<file path="config.mk">
export PLATFORM = sky130hd
export DESIGN_NAME = max7219_cmd_scheduler
export DESIGN_NICKNAME = d
export VERILOG_FILES = /design/src/rtl/max7219_cmd_scheduler.sv
export SDC_FILE = /design/constraint.sdc
export NUM_CORES = 1
export LEC_CHECK = 0
export ABC_AREA = 1
export BUFFER_PORTS_ARGS = -buffer_cell sky130_fd_sc_hd__buf_4
export CAP_MARGIN = 20
export CORE_ASPECT_RATIO = 0.9
export CORE_MARGIN = 4
export CORE_UTILIZATION = 40
export DETAILED_ROUTE_END_ITERATION = 12
export GPL_TIMING_DRIVEN = 0
export PLACE_DENSITY_LB_ADDON = 0.08
export SLEW_MARGIN = 20
export SYNTH_ARGS = -nofsm -noshare
export SYNTH_HDL_FRONTEND = slang
export SYNTH_SLANG_ARGS = --single-unit
</file>
<file path="constraint.sdc">
create_clock -name clk -period 4.6 [get_ports clk]
set_clock_uncertainty 0.05 [all_clocks]
set_input_delay 1.15 -clock clk [delete_from_list [all_inputs] [get_ports clk]]
set_output_delay 1.15 -clock clk [all_outputs]
set_load 0.005 [all_outputs]
</file>
<file path="src/rtl/max7219_cmd_scheduler.sv">
// MAX7219 command scheduler: runs the power-up init sequence, then arbitrates
// shutdown, intensity and digit updates and shifts each as a 16-bit frame
// over the MAX7219 serial interface (din/cs/sclk).
module max7219_cmd_scheduler #(
  parameter int unsigned CLK_DIV       = 2,
  parameter logic [7:0]  SCAN_LIMIT    = 8'h00,
  parameter logic [3:0]  INTENSITY_RST = 4'h8
) (
  input  logic       clk,
  input  logic       rst_n,
  input  logic       blank,
  input  logic       int_req,
  input  logic [3:0] int_level,
  output logic       int_ack,
  input  logic       dig_req,
  input  logic [3:0] dig_addr,
  input  logic [7:0] dig_data,
  output logic       dig_ack,
  output logic       din,
  output logic       cs,
  output logic       sclk,
  output logic       init_done,
  output logic       busy
);

  localparam logic [2:0] RESET_WAIT = 3'd0;
  localparam logic [2:0] INIT       = 3'd1;
  localparam logic [2:0] IDLE       = 3'd2;
  localparam logic [2:0] SHIFT      = 3'd3;
  localparam logic [2:0] GAP        = 3'd4;

  localparam logic [7:0] DIV_LAST = 8'(CLK_DIV - 1);

  logic [2:0]  state_q, state_d;
  logic [1:0]  wait_q, wait_d;
  logic [2:0]  init_idx_q, init_idx_d;
  logic        init_done_q, init_done_d;
  logic        sent_blank_q, sent_blank_d;
  logic        cs_q, cs_d;
  logic        sclk_q, sclk_d;
  logic        din_q, din_d;
  logic        phase_q, phase_d;
  logic [3:0]  bit_q, bit_d;
  logic [7:0]  div_q, div_d;
  logic [15:0] sh_q, sh_d;

  logic        blank_grant, int_grant, dig_grant, dig_legal;
  logic        start;
  logic [15:0] load;
  logic [15:0] init_frame;

  // Fixed-priority arbitration, only while idle: shutdown mismatch > intensity > digit.
  always_comb begin
    blank_grant = 1'b0;
    int_grant   = 1'b0;
    dig_grant   = 1'b0;
    dig_legal   = (dig_addr != 4'd0) && (dig_addr <= 4'd8);
    if (state_q == IDLE) begin
      if (blank != sent_blank_q) blank_grant = 1'b1;
      else if (int_req)          int_grant   = 1'b1;
      else if (dig_req)          dig_grant   = 1'b1;
    end
  end

  assign int_ack = int_grant;
  assign dig_ack = dig_grant;

  // Init frame table, indexed by how many init frames have been launched.
  always_comb begin
    case (init_idx_q)
      3'd0:    init_frame = 16'h0F00;
      3'd1:    init_frame = 16'h0901;
      3'd2:    init_frame = {8'h0B, SCAN_LIMIT};
      3'd3:    init_frame = {8'h0A, 4'h0, INTENSITY_RST};
      default: init_frame = {8'h0C, 7'h00, ~blank};
    endcase
  end

  // Next-state logic: sequencing, frame launch and bit-level shifting.
  always_comb begin
    state_d      = state_q;
    wait_d       = wait_q;
    init_idx_d   = init_idx_q;
    init_done_d  = init_done_q;
    sent_blank_d = sent_blank_q;
    cs_d         = cs_q;
    sclk_d       = sclk_q;
    din_d        = din_q;
    phase_d      = phase_q;
    bit_d        = bit_q;
    div_d        = div_q;
    sh_d         = sh_q;
    start        = 1'b0;
    load         = 16'h0000;

    case (state_q)
      RESET_WAIT: begin
        if (wait_q == 2'd3) state_d = INIT;
        else                wait_d  = wait_q + 2'd1;
      end
      INIT: begin
        start      = 1'b1;
        load       = init_frame;
        init_idx_d = init_idx_q + 3'd1;
        if (init_idx_q == 3'd4) sent_blank_d = blank;
      end
      IDLE: begin
        if (blank_grant) begin
          start        = 1'b1;
          load         = {8'h0C, 7'h00, ~blank};
          sent_blank_d = blank;
        end else if (int_grant) begin
          start = 1'b1;
          load  = {8'h0A, 4'h0, int_level};
        end else if (dig_grant && dig_legal) begin
          start = 1'b1;
          load  = {4'h0, dig_addr, dig_data};
        end
      end
      SHIFT: begin
        if (div_q == DIV_LAST) begin
          div_d = 8'd0;
          if (!phase_q) begin
            sclk_d  = 1'b1;
            phase_d = 1'b1;
          end else if (bit_q == 4'd15) begin
            sclk_d  = 1'b0;
            cs_d    = 1'b1;
            din_d   = 1'b0;
            state_d = GAP;
          end else begin
            // Next bit goes out while sclk is low.
            sclk_d  = 1'b0;
            phase_d = 1'b0;
            bit_d   = bit_q + 4'd1;
            din_d   = sh_q[15];
            sh_d    = {sh_q[14:0], 1'b0};
          end
        end else begin
          div_d = div_q + 8'd1;
        end
      end
      GAP: begin
        if (init_done_q) begin
          state_d = IDLE;
        end else if (init_idx_q == 3'd5) begin
          state_d     = IDLE;
          init_done_d = 1'b1;
        end else begin
          state_d = INIT;
        end
      end
      default: state_d = RESET_WAIT;
    endcase

    // Frame launch: cs falls and the MSB is presented on the same edge.
    if (start) begin
      state_d = SHIFT;
      cs_d    = 1'b0;
      sclk_d  = 1'b0;
      din_d   = load[15];
      sh_d    = {load[14:0], 1'b0};
      phase_d = 1'b0;
      bit_d   = 4'd0;
      div_d   = 8'd0;
    end
  end

  // Control and serial-output registers; reset aborts any frame in flight.
  always_ff @(posedge clk or negedge rst_n) begin
    if (!rst_n) begin
      state_q      <= RESET_WAIT;
      wait_q       <= 2'd0;
      init_idx_q   <= 3'd0;
      init_done_q  <= 1'b0;
      sent_blank_q <= 1'b0;
      cs_q         <= 1'b1;
      sclk_q       <= 1'b0;
      din_q        <= 1'b0;
      phase_q      <= 1'b0;
      bit_q        <= 4'd0;
      div_q        <= 8'd0;
    end else begin
      state_q      <= state_d;
      wait_q       <= wait_d;
      init_idx_q   <= init_idx_d;
      init_done_q  <= init_done_d;
      sent_blank_q <= sent_blank_d;
      cs_q         <= cs_d;
      sclk_q       <= sclk_d;
      din_q        <= din_d;
      phase_q      <= phase_d;
      bit_q        <= bit_d;
      div_q        <= div_d;
    end
  end

  // Remaining frame bits; only meaningful while shifting, so not reset.
  always_ff @(posedge clk) begin
    sh_q <= sh_d;
  end

  assign cs        = cs_q;
  assign sclk      = sclk_q;
  assign din       = din_q;
  assign init_done = init_done_q;
  assign busy      = (state_q == SHIFT) || (state_q == GAP);

endmodule

</file>
* Yosys cells after proc, flatten, opt, wreduce, memory -nomap -nowiden
Index checks and enable logic that the tools add are counted.
** Storage, ports and cells
- Bits in registers :: 41
** Cells by class
- Add/subtract/negate cells :: 4
- $lt $le $gt $ge :: 1
- Equal/unequal tests :: 21
- Multiplexer cells :: 63
- Bitwise logic cells :: 2
- Reductions and logical operators :: 19
** Operators with widths (count)
- two-way mux 16 bit :: 5
- case mux 11 bit (4 select lines) :: 1
- two-way mux 12 bit :: 3
- two-way mux 1 bit :: 35
- case mux 16 bit (2 select lines) :: 1
- two-way mux 8 bit :: 3
- two-way mux 4 bit :: 5
- two-way mux 3 bit :: 5
- == test 3 x 2 -> 1 bit, second input constant :: 4
- != test 3 bit, second input constant :: 4
- case mux 3 bit (4 select lines) :: 1
- nonzero test 2 bit :: 5
- == test 3 bit, second input constant :: 3
- adder 8 x 1 -> 8 bit, second input constant :: 1
- == test 8 x 1 -> 1 bit, second input constant :: 1
- AND reduction 4 bit :: 2
- == test 3 x 1 -> 1 bit, second input constant :: 2
- zero test 3 bit :: 2
- != test 2 bit, second input constant :: 3
- AND reduction 3 bit :: 2
- AND reduction 5 bit :: 1
- adder 4 x 1 -> 4 bit, second input constant :: 1
- == test 4 bit, second input constant :: 1
- less-or-equal comparator 4 bit, second input constant :: 1
- 13 further kinds :: 18

* Depth between registers and ports, before layout
- Word-level depth :: 11
- Depth in mapped cells :: 13
- Gate-level depth less buffers :: 12

* Worst setup path after synthesis
OpenSTA, ideal clock, no wires.
- Path kind :: input-to-output
- Start point :: in blank
- End point :: out int_ack
- Arrival time :: 1.598 ns
- Data required time :: 3.400 ns
- Slack :: 1.802 ns
- Cell stages on the path :: 4
- Buffers on the path :: 0
- Path through :: inv_1 -> nand2_1 -> nand3_1 -> nor2_2
** On the way
- Cells in the longest elaborated chain, start to end :: 3
** RTL lines
- from (decl) :: line 11 : input logic blank,
- != test 1 bit :: line 59 : if (blank != sent_blank_q) blank_grant = 1'b1;
- two-way mux 1 bit :: line 59
- two-way mux 1 bit :: line 58 : if (state_q == IDLE) begin
- to (decl) :: line 14 : output logic int_ack,
Every way passes these cells.

* Final worst setup path
Same ends and word-level chain as after synthesis.

==> results_dict.tcl <==
set metrics [dict create \
    status "finished, final reports clean" \
    crit_slowest_cell "nor2_2" \
    totalWireLength_um 4460 \
    required_ps 3400 \
    ant_nets 0 \
    dpl.hpwl_um 3310 \
    die_y_um 79.8 \
    grt_pass1_wl_um 7580 \
    cts_sinks 41 \
    path_clk_slew_ps 80 \
    worst_hold_slack_ps 431 \
    fin_nets 321 \
    first_global_vias 1645 \
    power_density_nw_per_um2 237 \
    dpl_cell_area_sq_um 2580 \
    drt_iter0_drc 82 \
    antenna_found_initial 0 \
    syn_inst 257 \
    cp_cell_sequence "buf_4, inv_1, nand2_1, nand3_1, nor2_2, buf_4" \
    gp_congestion 0.781 \
    synthAdderAreaFrac_pct 4.92 \
    finish.instance_area_sq_um 2660 \
    final_cells 359 \
    post_cts_buffers 0 \
    synth-seq-area-share_pct 48.1 \
    setup_ws_ps 1420 \
    grt_max_degree 27 \
    numCtsBuffers 5 \
    cts_htree_levels 2 \
    clock_latency_ps 290 \
    clock_path_buffers 2 \
    worstMarginPinSlew_ps 446 \
    num_vias 1711 \
    hp-class "flip-flop to flip-flop" \
    synthMuxAreaShare_pct 0.492 \
    fmax_mhz 315 \
    wire_per_inst_um 12.4 \
    drv_cap 0 \
    synth_top_family_by_area "simple AND/OR/NAND/NOR gates" \
    postCtsHoldBufs 0 \
    fillers 546 \
    ios 28 \
    synth-xor-area-share_pct 3.44 \
    power.leakage_nw 1.24 \
    post-place-ws_ps 1410 \
    max_stage_delay_ps 310 \
    crit_path_frequent_cell "buf_4" \
    synth_simple_gate_area_share_pct 28.4 \
    cp.arrival_ps 1980 \
    rsz0062_at_grt "false" \
    cts_tree "yes" \
    firstDrtPassIters 4 \
    synth.avg_cell_area_sq_um 8.91 \
    final-hold-violation-count 0 \
    cts_resized 0 \
    path_class "input port to output pin" \
    slew_headroom_pct 70.2 \
    dieArea_sq_um 7000 \
    setup_viol 0 \
    grt_overflow 0 \
    finalMaxSlewViolations 0 \
    portBuffers 27 \
    path_max_fanout 7 \
    synth_area_sq_um 2290 \
    ys_ff_latch 41 \
    track_usage_pct 13.9 \
    drc 0 \
    yosysWarnings 0 \
    synth-compound-area-share_pct 7.65 \
    peakVddDrop_mv 0.147 \
    drive_above_1_share_pct 21.6 \
    num_rows 25 \
    vias_per_cell 4.77 \
    initial_core_util_pct 42.3 \
    tns_ps 0 \
    min_period_over_period_pct 69.0 \
    synth_nets 287 \
    syn2layout_area_growth_pct 16.3 \
    core_area_sq_um 5410 \
    dp.cells 351 \
    end_kind "output pin" \
    die_w_um 87.8 \
    critPathLaunchType "input port" \
    min_period_ps 3180 \
    synth_cell_types 37 \
    ctsRootBufferMaster "clkbuf_8" \
    diodes 0 \
]
area by class of cell:
type | count | area (sq um) | area share, %
flip-flops and latches | 41 | 1100 | 41.4
multi-input cells | 179 | 1030 | 38.6
repair buffers | 27 | 203 | 7.61
inverters | 35 | 134 | 5.03
well taps | 67 | 83.8 | 3.15
clock buffers | 5 | 68.8 | 2.58
plain buffers | 2 | 26.3 | 0.987
clock inverters | 3 | 17.5 | 0.658
state kept, by name (all words and copies together), names as in the netlist:
name and count:
state_q 3, sh_q 15, sent_blank_q 1, init_done 1, phase_q 1, sclk 1, bit_q 4, wait_q 2
cs 1, init_idx_q 3, din 1, div_q 8
synth_stat cells:
cell type  number  area [sq um]
nor2_8          1          20.0
nand3_1        22           110
inv_2           5          18.8
ha_1            9           113
o21a_1          1          7.51
nand2_4         2          22.5
nand2_2         3          18.8
xor2_1          7          61.3
dfstp_2         1          26.3
and2_1          1          6.26
nand3b_1        1          7.51
or2_2           2          12.5
o311ai_0        1          8.76
o21ai_0         9          45.0
o22ai_1         7          43.8
nor3_4          1          16.3
inv_4           1          6.26
nor3_1          4          20.0
dfrtp_1        25           626
a21oi_1         2          10.0
buf_6           1          11.3
nand3_2         1          10.0
nand4_2         1          12.5
clkinv_1        1          3.75
a22o_1          4          35.0
nor2_2          3          18.8
o31ai_1         1          7.51
buf_8           1          15.0
xnor2_1         2          17.5
mux2_2          1          11.3
nand2_1        61           229
nor2_1         25          93.8
inv_1          28           105
nor2_4          4          45.0
nand4_1         1          6.26
edfxtp_1       15           450
o2111ai_1       2          17.5
worst max-delay path: cells and delay by family:
| family | cells | cell delay, ps |
|---|---|---|
| buf+inv | 3 | 320 |
| simple gates | 3 | 490 |
power by group:
group / switching (mW) / leakage, nW / total (mW) / internal, mW
Sequential: 0 / 0.497 / 0.376 / 0.376
Combinational: 0.0100 / 0.702 / 0.0219 / 0.0119
Clock: 0.127 / 0.0439 / 0.232 / 0.105
Total: 0.137 / 1.24 / 0.630 / 0.493
worst paths after layout:
path	startpoint	slack [ps]	depth (start not counted)	to
min in group asynchronous	rst_n	710	1	div_q[5]
max in group asynchronous	rst_n	3480	1	cs
max	blank	1420	6	int_ack
min	cs	430	2	cs
max reg2reg	state_q[1]	2300	10	sh_q[7]
min reg2reg	cs	430	2	cs
through the flow:
stage                     util, %  power [mW]
after floorplan                 -       0.387
after global placement       47.6       0.406
after detailed placement     47.6       0.406
after CTS                    49.2       0.641
after global routing         49.2       0.662
final                        49.2       0.630
placed cells by master, fill, tap and decap left out, types with 7 or more instances in the layout:
| master | count |
|---|---|
| edfxtp_1 | 15 |
| nor2_1 | 25 |
| inv_1 | 28 |
| nand2_1 | 61 |
| ha_1 | 9 |
| dfrtp_1 | 25 |
| xor2_1 | 7 |
| o22ai_1 | 7 |
| buf_4 | 27 |
| nand3_1 | 22 |
| o21ai_0 | 9 |
routing by layer:
layer  wire [um]  vias up  track usage (%)
met5           0        -                0
met2        1960       24             21.5
met3         212        2             3.51
met1        2270      778             19.5
li1            -      907                -
met4          20        0             3.68
kinds of logic after synthesis:
family / count (synthesis)
AOI/OAI and AO/OA: 27
adders and majority gates: 9
and+or+nand+nor: 133
DFF: 41
xor gates and xnor gates: 9
muxes: 1
buffers and inverters: 37
(Power assumes the default switching activity.)
